<file path="src/rtl/multi_edge_pkg.sv">
// -----------------------------------------------------------------------------
// multi_edge_pkg
// Shared definitions for the multi-channel edge detector.
//   - per-channel mode encodings (2 bits: bit0 = rising, bit1 = falling)
//   - width of the per-channel glitch filter counter
//   - helper that decides whether an accepted level change qualifies as an
//     event for a given mode
// -----------------------------------------------------------------------------
package multi_edge_pkg;

    localparam logic [1:0] MODE_OFF  = 2'b00;
    localparam logic [1:0] MODE_RISE = 2'b01;
    localparam logic [1:0] MODE_FALL = 2'b10;
    localparam logic [1:0] MODE_BOTH = 2'b11;

    // Wide enough for FILT_CYCLES up to 255.
    localparam int FILT_CNT_W = 8;

    // Mode bit 0 enables rising events, bit 1 enables falling events.
    function automatic logic mode_qualifies(input logic [1:0] mode,
                                            input logic       rise,
                                            input logic       fall);
        return (rise & ((mode & MODE_RISE) != MODE_OFF)) |
               (fall & ((mode & MODE_FALL) != MODE_OFF));
    endfunction

endpackage

</file>
<file path="src/rtl/edge_chan.sv">
// -----------------------------------------------------------------------------
// edge_chan
// One channel of the edge detector: synchroniser chain, consecutive-mismatch
// glitch filter, registered rise/fall/edge pulses, sticky flag and a
// saturating event counter.
//
// Ports
//   clk, rst   : clock, synchronous active-high reset
//   i_sig      : asynchronous raw input
//   i_mode     : 2-bit mode (off / rise / fall / both)
//   i_clr      : clear sticky flag and counter
//   o_level    : filtered, synchronised level
//   o_rise     : one-cycle pulse after an accepted 0->1 change
//   o_fall     : one-cycle pulse after an accepted 1->0 change
//   o_edge     : one-cycle pulse after a change that qualifies under i_mode
//   o_sticky   : set by o_edge, held until i_clr
//   o_cnt      : saturating count of o_edge pulses
// -----------------------------------------------------------------------------
module edge_chan
    import multi_edge_pkg::*;
#(
    parameter int SYNC_STAGES = 2,
    parameter int FILT_CYCLES = 1,
    parameter int CNT_W       = 8
) (
    input  logic             clk,
    input  logic             rst,
    input  logic             i_sig,
    input  logic [1:0]       i_mode,
    input  logic             i_clr,
    output logic             o_level,
    output logic             o_rise,
    output logic             o_fall,
    output logic             o_edge,
    output logic             o_sticky,
    output logic [CNT_W-1:0] o_cnt
);

    localparam logic [FILT_CNT_W-1:0] FILT_LAST = FILT_CNT_W'(FILT_CYCLES - 1);
    localparam logic [CNT_W-1:0]      CNT_MAX   = '1;

    logic [SYNC_STAGES-1:0] r_sync;
    logic [FILT_CNT_W-1:0]  r_filt;
    logic                   r_level;
    logic                   r_rise;
    logic                   r_fall;
    logic                   r_edge;
    logic                   r_sticky;
    logic [CNT_W-1:0]       r_cnt;

    logic w_sync;
    logic w_mismatch;
    logic w_accept;
    logic w_rise;
    logic w_fall;

    assign w_sync     = r_sync[SYNC_STAGES-1];
    assign w_mismatch = w_sync ^ r_level;
    // The change is accepted on the FILT_CYCLES-th consecutive mismatch.
    assign w_accept   = w_mismatch && (r_filt == FILT_LAST);
    assign w_rise     = w_accept & w_sync;
    assign w_fall     = w_accept & ~w_sync;

    always_ff @(posedge clk) begin
        if (rst) begin
            r_sync <= '0;
        end else begin
            r_sync[0] <= i_sig;
            for (int s = 1; s < SYNC_STAGES; s++) begin
                r_sync[s] <= r_sync[s-1];
            end
        end
    end

    // Any matching cycle (or an accepted change) restarts the mismatch run,
    // so glitches shorter than FILT_CYCLES never reach r_level.
    always_ff @(posedge clk) begin
        if (rst) begin
            r_filt  <= '0;
            r_level <= 1'b0;
            r_rise  <= 1'b0;
            r_fall  <= 1'b0;
            r_edge  <= 1'b0;
        end else begin
            if (w_mismatch && !w_accept) begin
                r_filt <= r_filt + FILT_CNT_W'(1);
            end else begin
                r_filt <= '0;
            end
            if (w_accept) begin
                r_level <= w_sync;
            end
            r_rise <= w_rise;
            r_fall <= w_fall;
            // Mode is sampled at the accepting edge, so a mode change alone
            // never produces a pulse.
            r_edge <= mode_qualifies(i_mode, w_rise, w_fall);
        end
    end

    // Sticky and counter follow the visible edge pulse; when a clear lands in
    // the same cycle as the pulse, the event is kept and the count restarts
    // at one.
    always_ff @(posedge clk) begin
        if (rst) begin
            r_sticky <= 1'b0;
            r_cnt    <= '0;
        end else if (r_edge) begin
            r_sticky <= 1'b1;
            if (i_clr) begin
                r_cnt <= CNT_W'(1);
            end else if (r_cnt != CNT_MAX) begin
                r_cnt <= r_cnt + CNT_W'(1);
            end
        end else if (i_clr) begin
            r_sticky <= 1'b0;
            r_cnt    <= '0;
        end
    end

    assign o_level  = r_level;
    assign o_rise   = r_rise;
    assign o_fall   = r_fall;
    assign o_edge   = r_edge;
    assign o_sticky = r_sticky;
    assign o_cnt    = r_cnt;

endmodule

</file>
<file path="src/rtl/multi_edge_detector.sv">
// -----------------------------------------------------------------------------
// multi_edge_detector
// N_CH independent edge-detector channels sharing one clock and reset.
//
// Ports
//   clk        : clock, all logic on the rising edge
//   rst        : synchronous active-high reset
//   sig_in     : raw asynchronous inputs, bit i = channel i
//   mode       : per-channel mode at [2i+1:2i] (00 off, 01 rise, 10 fall, 11 both)
//   clr        : per-channel clear of sticky flag and counter
//   level_out  : filtered, synchronised levels
//   edge_pulse : one-cycle pulses for qualifying edges
//   rise_pulse : one-cycle pulses for accepted rising changes (mode independent)
//   fall_pulse : one-cycle pulses for accepted falling changes (mode independent)
//   sticky     : latched "qualifying edge seen" flags
//   event_cnt  : saturating counts, channel i at [i*CNT_W +: CNT_W]
// -----------------------------------------------------------------------------
module multi_edge_detector
    import multi_edge_pkg::*;
#(
    parameter int N_CH        = 4,
    parameter int SYNC_STAGES = 2,
    parameter int FILT_CYCLES = 1,
    parameter int CNT_W       = 8
) (
    input  logic                  clk,
    input  logic                  rst,
    input  logic [N_CH-1:0]       sig_in,
    input  logic [2*N_CH-1:0]     mode,
    input  logic [N_CH-1:0]       clr,
    output logic [N_CH-1:0]       level_out,
    output logic [N_CH-1:0]       edge_pulse,
    output logic [N_CH-1:0]       rise_pulse,
    output logic [N_CH-1:0]       fall_pulse,
    output logic [N_CH-1:0]       sticky,
    output logic [N_CH*CNT_W-1:0] event_cnt
);

    for (genvar g = 0; g < N_CH; g++) begin : g_chan
        edge_chan #(
            .SYNC_STAGES (SYNC_STAGES),
            .FILT_CYCLES (FILT_CYCLES),
            .CNT_W       (CNT_W)
        ) u_chan (
            .clk      (clk),
            .rst      (rst),
            .i_sig    (sig_in[g]),
            .i_mode   (mode[2*g +: 2]),
            .i_clr    (clr[g]),
            .o_level  (level_out[g]),
            .o_rise   (rise_pulse[g]),
            .o_fall   (fall_pulse[g]),
            .o_edge   (edge_pulse[g]),
            .o_sticky (sticky[g]),
            .o_cnt    (event_cnt[g*CNT_W +: CNT_W])
        );
    end

endmodule

</file>
<file path="config.mk">
export PLATFORM = sky130hd
export DESIGN_NAME = multi_edge_detector
export DESIGN_NICKNAME = d
export VERILOG_FILES = /design/src/rtl/multi_edge_pkg.sv /design/src/rtl/edge_chan.sv /design/src/rtl/multi_edge_detector.sv
export SDC_FILE = /design/constraint.sdc
export NUM_CORES = 1
export LEC_CHECK = 0
export BUFFER_PORTS_ARGS = -buffer_cell sky130_fd_sc_hd__buf_4
export CORE_MARGIN = 8
export CORE_UTILIZATION = 41
export CTS_CLUSTER_SIZE = 20
export DETAILED_ROUTE_END_ITERATION = 7
export GPL_TIMING_DRIVEN = 0
export SYNTH_ARGS = -nofsm -noshare
export SYNTH_HDL_FRONTEND = slang
export SYNTH_HIERARCHICAL = 1
export SYNTH_SLANG_ARGS = --single-unit
</file>
<file path="constraint.sdc">
create_clock -name clk -period 2.6 [get_ports clk]
set_input_delay 0.52 -clock clk [delete_from_list [all_inputs] [get_ports clk]]
set_output_delay 0.52 -clock clk [all_outputs]
set_load 0.05 [all_outputs]
</file>
==> reports/qor.yml, run 1 <==
drt:
  drt_iter0_drc: 249
  first_pass_iters: 4
  routedWlPerCell_um: 13.0
  routed_wl_mm: 8.90
  via_per_inst: 5.26
  drc: 0
  final_antenna_net_count: 0
  vias: 3604
grt:
  grt_pass1_vias: 3525
  antenna_found_initial: 0
  grt_overflow: 0
  grt_max_degree: 21
  grt_pass1_wl_mm: 15.9
  track_usage_pct: 14.0
pwr:
  p_total_w: 0.00272
  p_per_area_nw_per_um2: 531
  power_leakage_nw: 1.89
  peakVddDrop_mv: 0.382
synth:
  syn_inst: 464
  postSynthAreaPerCell_um2: 9.03
  synth.cell_area_um2: 4190
  ys_seq_elements: 92
  synth.top_cell.area_share_pct: 44.0
  synth_fp_nets: 494
  synth_edf_count: 0
  synthArstFlopShare_pct: 0
  synthDistinctLibCells: 34
  synth_top_area_cell: "dfxtp_1"
  ys_seq_area_share_pct: 44.0
  ys_warn_count: 6
  yosysMostFrequentCell: "dfxtp_1"
  synth_top_flop_cell: "dfxtp_1"
  synth_area_leaders: "dfxtp_1 (44%), a21oi_1 (4.8%), mux2i_1 (3.8%)"
  synthTopCellsByCount: "dfxtp_1 (92), a21oi_1 (40), nand2_1 (32)"
die:
  fp.dieW_um: 117
  core_um2: 10100
  rows: 37
  die_h_um: 117
  dieArea_um2: 13700
  ios: 70
  start_util_pct: 41.3
clock_tree:
  cts_tree: "done"
  post_cts_resized: 0
  cts.sinks: 92
  clk_latency_ns: 0.35
  clk_pin_slew_worst_paths_ns: 0.10
  cts_root_buffer: "clkbuf_8"
  cts_htree_levels: 3
  cts_buffers: 9
  hold_buffers: 0
  clockBufferDepth: 2
  post-cts-setup-buffers: 0
placement:
  place_congestion: 0.797
  hpwl_mm: 6.53
  io_buffers: 69
timing:
  fmax_mhz: 619
  fin_setup_tns_ns: 0
  period_minus_slack_ns: 1.61
  slew_headroom_pct: 67.4
  period_share_pct: 62.1
  hold_violations: 0
  setup_viol: 0
  rsz0062_at_grt: "no"
  fin_skew_ns: 0.0137
  worstMarginPinSlew_ns: 0.485
  final-max-slew-violation-count: 0
worst_setup_path:
  critPathKind: "reg2out"
  critical_path.cell_chain: "buf_4"
  required_ns: 2.08
  max_stage_delay_ns: 0.49
  cp_top_family: "flip-flops"
  cp_slowest_cell: "dfxtp_1"
  arrival_ns: 1.09
  path_max_fanout: 8
  startpoint_type: "register"
  crit_buf_inv: 1
  endpoint_kind: "output pin"
finish:
  final_nets: 574
  syn_to_final_growth_pct: 22.3
  final_util_pct: 50.5
  n_fill_cell: 962
  antennaDiodeCount: 0
  drive_gt1_share_pct: 19.9
flow_run:
  drv_cap: 0
min_path:
  timing.hold.worst.class: "in2reg"
status:
  status: "complete, no violations"
==> flip-flops by register name (all words and copies together) (netlist names) <==
signal	cells
g_chan.u_chan/o_rise	4
g_chan.u_chan/r_filt	32
g_chan.u_chan/o_sticky	4
g_chan.u_chan/r_sync	8
g_chan.u_chan/o_level	4
g_chan.u_chan/o_cnt	32
g_chan.u_chan/o_edge	4
g_chan.u_chan/o_fall	4
==> through the flow <==
stage	instance area, um2	hold slack, ns	worst slack [ns]	instances
2_1_floorplan	4190	0.414	0.846	464
3_3_place_gp	4880	0.418	0.946	669
3_5_place_dp	4880	0.427	0.937	669
4_1_cts	5120	0.361	0.963	685
5_1_grt	5120	0.364	0.829	685
6_report	5120	0.385	0.986	685
==> worst paths after layout <==
kind / slack [ns] / to / from / cells after the start
min reg2reg: 0.44 / g_chan[3].u_chan/r_sync[1]$_SDFF_PP0_ / g_chan[3].u_chan/r_sync[0]$_SDFF_PP0_ / 1
min: 0.39 / g_chan[3].u_chan/r_sync[0]$_SDFF_PP0_ / sig_in[3] / 2
max: 0.99 / event_cnt[8] / g_chan[1].u_chan/o_cnt[0]$_SDFFE_PP0P_ / 1
max reg2reg: 1.00 / g_chan[1].u_chan/o_cnt[5]$_SDFFE_PP0P_ / g_chan[1].u_chan/o_cnt[0]$_SDFFE_PP0P_ / 5
==> per-layer routing <==
layer  GRT usage, %  vias up  wire, um
met5              0        -         0
met4           4.44        0        61
met3           3.44        4       425
met2           22.8       54      4140
met1           17.7     1683      4270
li1               -     1863         -
==> cells by family (layout without fill, tap and decap cells) <==
group / count (synthesis) / count (layout) / share of synthesized area [%]
buffers and inverters: 40 / 125 / 3.70
AO/OA/AOI/OAI: 88 / 88 / 13.0
adder cells (fa/ha/maj): 12 / 12 / 3.58
multiplexers: 16 / 16 / 3.82
XOR/XNOR: 16 / 16 / 3.35
flip-flops: 92 / 92 / 44.0
AND/OR/NAND/NOR: 200 / 200 / 28.6
==> where the power goes <==
part	internal [W]	switching [W]	total (W)
Sequential	0.00142	0.0000139	0.00144
Clock	0.000645	0.000504	0.00115
Combinational	0.0000535	0.0000812	0.000135
Total	0.00212	0.000600	0.00272
==> final cells by class <==
type                       count  area (um2)  share of cell area, %
multi-input combinational    332        2190                   42.8
inverter                      24        90.1                   1.76
clock buffer                   9         124                   2.42
sequential                    92        1840                   35.9
tap                          136         170                   3.32
buffer                        16        65.1                   1.27
timing repair buffer          69         518                   10.1
clock inverter                 7         124                   2.42
==> cells in the final DEF (no fill, tap or decap), types with 8 or more instances in the layout <==
cell	synthesis	routed
dfxtp_1	92	92
buf_4	0	69
a21oi_1	40	40
nand2_1	32	32
nand3_1	28	28
nor2_1	28	28
inv_1	24	24
nand4_1	20	20
or3_1	20	20
mux2i_1	16	16
clkbuf_1	12	12
o21ai_0	12	12
nor4b_1	12	12
ha_1	12	12
clkbuf_8	0	9
nor3_1	8	8
xnor2_1	8	8
a211o_1	8	8
xor2_1	8	8
nor2b_1	8	8
nand3b_1	8	8
and3_1	8	8
a31oi_1	8	8
Note: power is estimated with default switching activity, not from simulation.
==> inputs of run 2 (changes only) <==
==> constraint.sdc (replaced) <==
create_clock -name clk -period 1.4 [get_ports clk]
set_input_delay 0.28 -clock clk [delete_from_list [all_inputs] [get_ports clk]]
set_output_delay 0.28 -clock clk [all_outputs]
set_load 0.05 [all_outputs]
==> run 2 against run 1 <==
Net effect: routed wire length is 6.6% higher; cell count down 0.15%; hold slack worse by 0.25 ns; critical endpoint is now g_chan[0].u_chan/o_fall$_SDFF_PP0_; largest power group unchanged; highest routed layer unchanged.
==> reports/qor.yml, run 2 (synthesis gave the netlist of run 1 again) <==
timing:
  period_minus_slack_ns: 1.39
  hold_violations: 0
  period_share_pct: 99.4
  final-max-slew-violation-count: 0
  setup_viol: 0
  fin_hold_ws_ns: 0.132
  fin_skew_ns: 0.0100
  fin_setup_tns_ns: 0
  fmax_mhz: 719
  rsz0062_at_grt: "yes"
  slew_headroom_pct: 60.3
  worstMarginPinSlew_ns: 0.596
finish:
  stdcell_area_um2: 5460
  final_nets: 573
  multi_input_area_um2: 2400
  final_util_pct: 53.8
  antennaDiodeCount: 0
  register_area_um2: 1970
  syn_to_final_growth_pct: 30.3
  n_fill_cell: 916
  final_common_cell: "buf_4"
  drive_gt1_share_pct: 33.6
  layout_common_cells: "buf_4 (73), dfxtp_1 (50), a21oi_1 (37)"
worst_setup_path:
  r2r_slack_ns: 0.009
  startpoint_type: "register"
  path_max_fanout: 6
  critPathKind: "reg2reg"
  r2r_end: "g_chan[0].u_chan/o_fall$_SDFF_PP0_"
  required_ns: 1.66
  arrival_ns: 1.65
  endpoint_kind: "register"
  r2r-start: "g_chan[0].u_chan/r_filt[0]$_SDFF_PP0_"
  crit_start: "g_chan[0].u_chan/r_filt[0]$_SDFF_PP0_"
  ff2ff_path_depth: 5
drt:
  routed_wl_mm: 9.49
  via_per_inst: 5.32
  final_antenna_net_count: 0
  routedWlPerCell_um: 13.9
  drt_iter0_drc: 212
  drc: 0
  vias: 3639
  first_pass_iters: 5
clock_tree:
  clk_latency_ns: 0.35
  cts_htree_levels: 3
  hold_buffers: 0
  clk_pin_slew_worst_paths_ns: 0.09
  cts_tree: "done"
  cts_root_buffer: "clkbuf_8"
  cts.sinks: 92
  cts_buffers: 9
  clockBufferDepth: 2
grt:
  track_usage_pct: 13.9
  grt_pass1_vias: 3362
  antenna_found_initial: 0
  grt_max_degree: 21
  grt_pass1_wl_mm: 15.4
  grt_overflow: 0
flow_run:
  drv_cap: 0
pwr:
  p_sw_w: 0.00108
  p_int_w: 0.00361
  pwr-share-comb_pct: 5.7
  switching_share_pct: 22.9
  p_per_area_nw_per_um2: 859
  power_leakage_nw: 1.97
  peakVddDrop_mv: 0.524
  seq_power_share_pct: 55.8
  power_frac_clock_pct: 38.5
placement:
  io_buffers: 69
  place_congestion: 0.756
  dpl_cell_area_um2: 5070
  hpwl_mm: 6.78
min_path:
  hold_depth: 2
  worstHoldEndpoint: "g_chan[3].u_chan/r_sync[0]$_SDFF_PP0_"
  min_from: "sig_in[3]"
  timing.hold.worst.class: "in2reg"
die:
  dieArea_um2: 13700
  core_um2: 10100
  ios: 70
  start_util_pct: 41.3
  die_h_um: 117
  fp.dieW_um: 117
  rows: 37
status:
  status: "complete, no violations"
==> run 2: repair_timing <==
action | in CTS | in global routing
setup endpoints to repair | 47 | 50
setup buffers | 0 | 4
pin swaps | 0 | 5
gates resized for setup | 13 | 36
==> run 2: through the flow <==
stage               setup slack, ns  power (W)  std cells
floorplan                   0.00143    0.00283        464
global placement            -0.0401    0.00294        669
detailed placement          -0.0761    0.00294        669
CTS                         -0.0142    0.00479        681
global route                -0.0870    0.00490        684
finish                      0.00861    0.00469        684
==> run 2: metal layers <==
layer	GRT usage, %	vias to the layer above	part of all wire, %
met2	21.8	56	46
met3	2.77	10	4.2
met5	0	-	0
li1	-	1862	-
met1	17.9	1711	48
met4	6.66	0	1.5
==> run 2: worst max path at each step <==
stage / endpoint / slack, ns / cells after the start
final: g_chan[0].u_chan/o_fall$_SDFF_PP0_ / 0.009 / 5
after global routing: g_chan[0].u_chan/o_fall$_SDFF_PP0_ / -0.09 / 5
after CTS: g_chan[2].u_chan/r_filt[6]$_SDFF_PP0_ / -0.01 / 5
after detailed placement: g_chan[3].u_chan/o_rise$_SDFF_PP0_ / -0.08 / 5
after global placement: g_chan[3].u_chan/r_filt[2]$_SDFF_PP0_ / -0.04 / 5
after floorplan: g_chan[0].u_chan/o_cnt[7]$_SDFFE_PP0P_ / 0.001 / 4
==> run 2: power groups by stage <==
stage | registers (W) | clock network, W | logic, W
after CTS | 0.00262 | 0.00191 | 0.000259
final | 0.00261 | 0.00181 | 0.000266
after detailed placement | 0.00268 | 0 | 0.000258
after global placement | 0.00268 | 0 | 0.000256
after floorplan | 0.00274 | 0 | 0.0000951
after global routing | 0.00262 | 0.00200 | 0.000286
==> run 2: final cells by class <==
cell class	instances	area share [%]
clock inverter	4	0.848
tap	136	3.12
clock buffer	12	2.84
inverter	24	1.65
timing repair buffer	73	10.0
multi-input combinational	332	44.0
buffer	11	1.31
sequential	92	36.2
==> run 2: worst max-delay path, cell delays in order, from the launching register on <==
cell     delay [ns]
dfxtp_4        0.36
inv_1          0.06
ha_1           0.15
nor4b_4        0.32
nand2_2        0.14
nor4b_2        0.28
==> inputs of run 3 (changes only) <==
--- a/config.mk
+++ b/config.mk
@@ -11,6 +11,7 @@
 export CTS_CLUSTER_SIZE = 20
 export DETAILED_ROUTE_END_ITERATION = 7
 export GPL_TIMING_DRIVEN = 0
+export PLACE_DENSITY = 0.67
 export SYNTH_ARGS = -nofsm -noshare
 export SYNTH_HDL_FRONTEND = slang
 export SYNTH_HIERARCHICAL = 1
==> constraint.sdc (replaced) <==
create_clock -name clk -period 1.45 [get_ports clk]
set_input_delay 0.29 -clock clk [delete_from_list [all_inputs] [get_ports clk]]
set_output_delay 0.29 -clock clk [all_outputs]
set_load 0.05 [all_outputs]
==> run 3 against run 2 <==
Net effect: cell count is 0.73% lower; routed wire length grew 1.5%; die area stayed put; sequential cell count unchanged; critical path type unchanged; highest routed layer unchanged.
==> reports/qor.yml, run 3 (synthesis gave the netlist of run 1 again) <==
status:
  status: "complete, no violations"
timing:
  period_minus_slack_ns: 1.41
  fin_skew_ns: 0.00621
  worst_slack_ns: 0.0399
  slew_headroom_pct: 58.5
  period_share_pct: 97.2
  worstMarginPinSlew_ns: 0.617
  fmax_mhz: 709
  rsz0062_at_grt: "yes"
  setup_viol: 0
  hold_violations: 0
  fin_hold_ws_ns: 0.132
  final-max-slew-violation-count: 0
drt:
  first_pass_iters: 4
  drc: 0
  final_antenna_net_count: 0
  routed_wl_mm: 9.64
  via_per_inst: 5.42
  vias: 3677
  drt_iter0_drc: 186
  routedWlPerCell_um: 14.2
clock_tree:
  cts_tree: "done"
  cts_htree_levels: 3
  cts_root_buffer: "clkbuf_8"
  cts.sinks: 92
  cts_buffers: 9
  hold_buffers: 0
  clk_pin_slew_worst_paths_ns: 0.09
  clk_latency_ns: 0.36
  clockBufferDepth: 2
worst_setup_path:
  path_max_fanout: 8
  required_ns: 1.71
  endpoint_kind: "register"
  arrival_ns: 1.67
  startpoint_type: "register"
  critPathKind: "reg2reg"
die:
  rows: 37
  start_util_pct: 41.3
  core_um2: 10100
  die_h_um: 117
  dieArea_um2: 13700
  ios: 70
  fp.dieW_um: 117
grt:
  track_usage_pct: 14.8
  grt_pass1_wl_mm: 16.5
  grt_util_met3_pct: 3.34
  antenna_found_initial: 0
  grt_overflow: 0
  met1_usage_pct: 17.4
  grt.met2_usage_pct: 24.3
  grt_busiest_layer: "met2"
  grt_pass1_vias: 3733
  grt_max_degree: 21
placement:
  dp_slack_ns: -0.0360
  hpwl_mm: 6.83
  io_buffers: 69
  dpl_cell_area_um2: 4980
  place_congestion: 0.823
  placedCellCount: 669
finish:
  final_common_cell: "buf_4"
  final_nets: 568
  layout_common_cells: "buf_4 (72), dfxtp_1 (53), a21oi_1 (40)"
  syn_to_final_growth_pct: 26.8
  antennaDiodeCount: 0
  finalNonFillerCells: 679
  stdcell_area_um2: 5310
  drive_gt1_share_pct: 30.6
pwr:
  peakVddDrop_mv: 0.448
  p_total_w: 0.00478
  p_per_area_nw_per_um2: 899
  power_leakage_nw: 1.95
flow_run:
  drv_cap: 0
min_path:
  timing.hold.worst.class: "in2reg"
==> run 3: cell count changes in the layout (fill, tap and decap cells not counted), moves of 3 or more <==
cell / delta
dfxtp_4: -16
dfxtp_2: +13
buf_6: -4
ha_4: -4
a211o_2: +3
a211o_4: -3
a21oi_1: +3
a21oi_2: -3
dfxtp_1: +3
ha_2: +3
==> run 3: power breakdown <==
part / switching, W / internal [W] / total (W)
clock: 0.000877 / 0.00110 / 0.00198
sequential: 0.0000302 / 0.00253 / 0.00256
combinational: 0.000147 / 0.0000986 / 0.000246
total: 0.00105 / 0.00372 / 0.00478
==> run 3: worst paths after layout <==
path / startpoint / to / slack, ns / cells after the start
worst max-delay path: g_chan[1].u_chan/o_cnt[0]$_SDFFE_PP0P_ / g_chan[1].u_chan/o_cnt[7]$_SDFFE_PP0P_ / 0.04 / 3
worst min-delay path: sig_in[1] / g_chan[1].u_chan/r_sync[0]$_SDFF_PP0_ / 0.13 / 2
worst max register to register: g_chan[1].u_chan/o_cnt[0]$_SDFFE_PP0P_ / g_chan[1].u_chan/o_cnt[7]$_SDFFE_PP0P_ / 0.04 / 3
worst min register to register: g_chan[3].u_chan/r_sync[0]$_SDFF_PP0_ / g_chan[3].u_chan/r_sync[1]$_SDFF_PP0_ / 0.44 / 1
==> run 3: area by class of cell <==
class / instances / area (um2)
Fill cell: 971 / 4830
Multi-Input combinational cell: 332 / 2310
Sequential cell: 92 / 1930
Timing Repair Buffer: 70 / 526
Clock buffer: 14 / 205
Tap cell: 136 / 170
Inverter: 24 / 90.1
Buffer: 9 / 41.3
Clock inverter: 2 / 35.0
==> run 3: metrics by stage <==
stage,utilization [%],setup TNS (ns)
floorplan,-,0
global route,52.4,-0.147
finish,52.4,0
global placement,49.1,0
detailed placement,49.1,-0.313
CTS,51.6,0
==> run 3: what timing repair did <==
action / in CTS / in global routing
gates resized for setup: 5 / 25
buffers inserted: 0 / 1
endpoints found under the setup margin: 30 / 51
==> run 3: metal layers <==
| layer | vias to the layer above | routed length (um) |
|---|---|---|
| met4 | 0 | 220 |
| met5 | - | 0 |
| li1 | 1845 | - |
| met1 | 1755 | 4340 |
| met3 | 14 | 489 |
| met2 | 63 | 4590 |
==> run 3: worst max-delay path, stage by stage (launching register included) <==
cell,delay [ns]
dfxtp_4,0.38
ha_2,0.22
or4b_1,0.51
and3_1,0.20
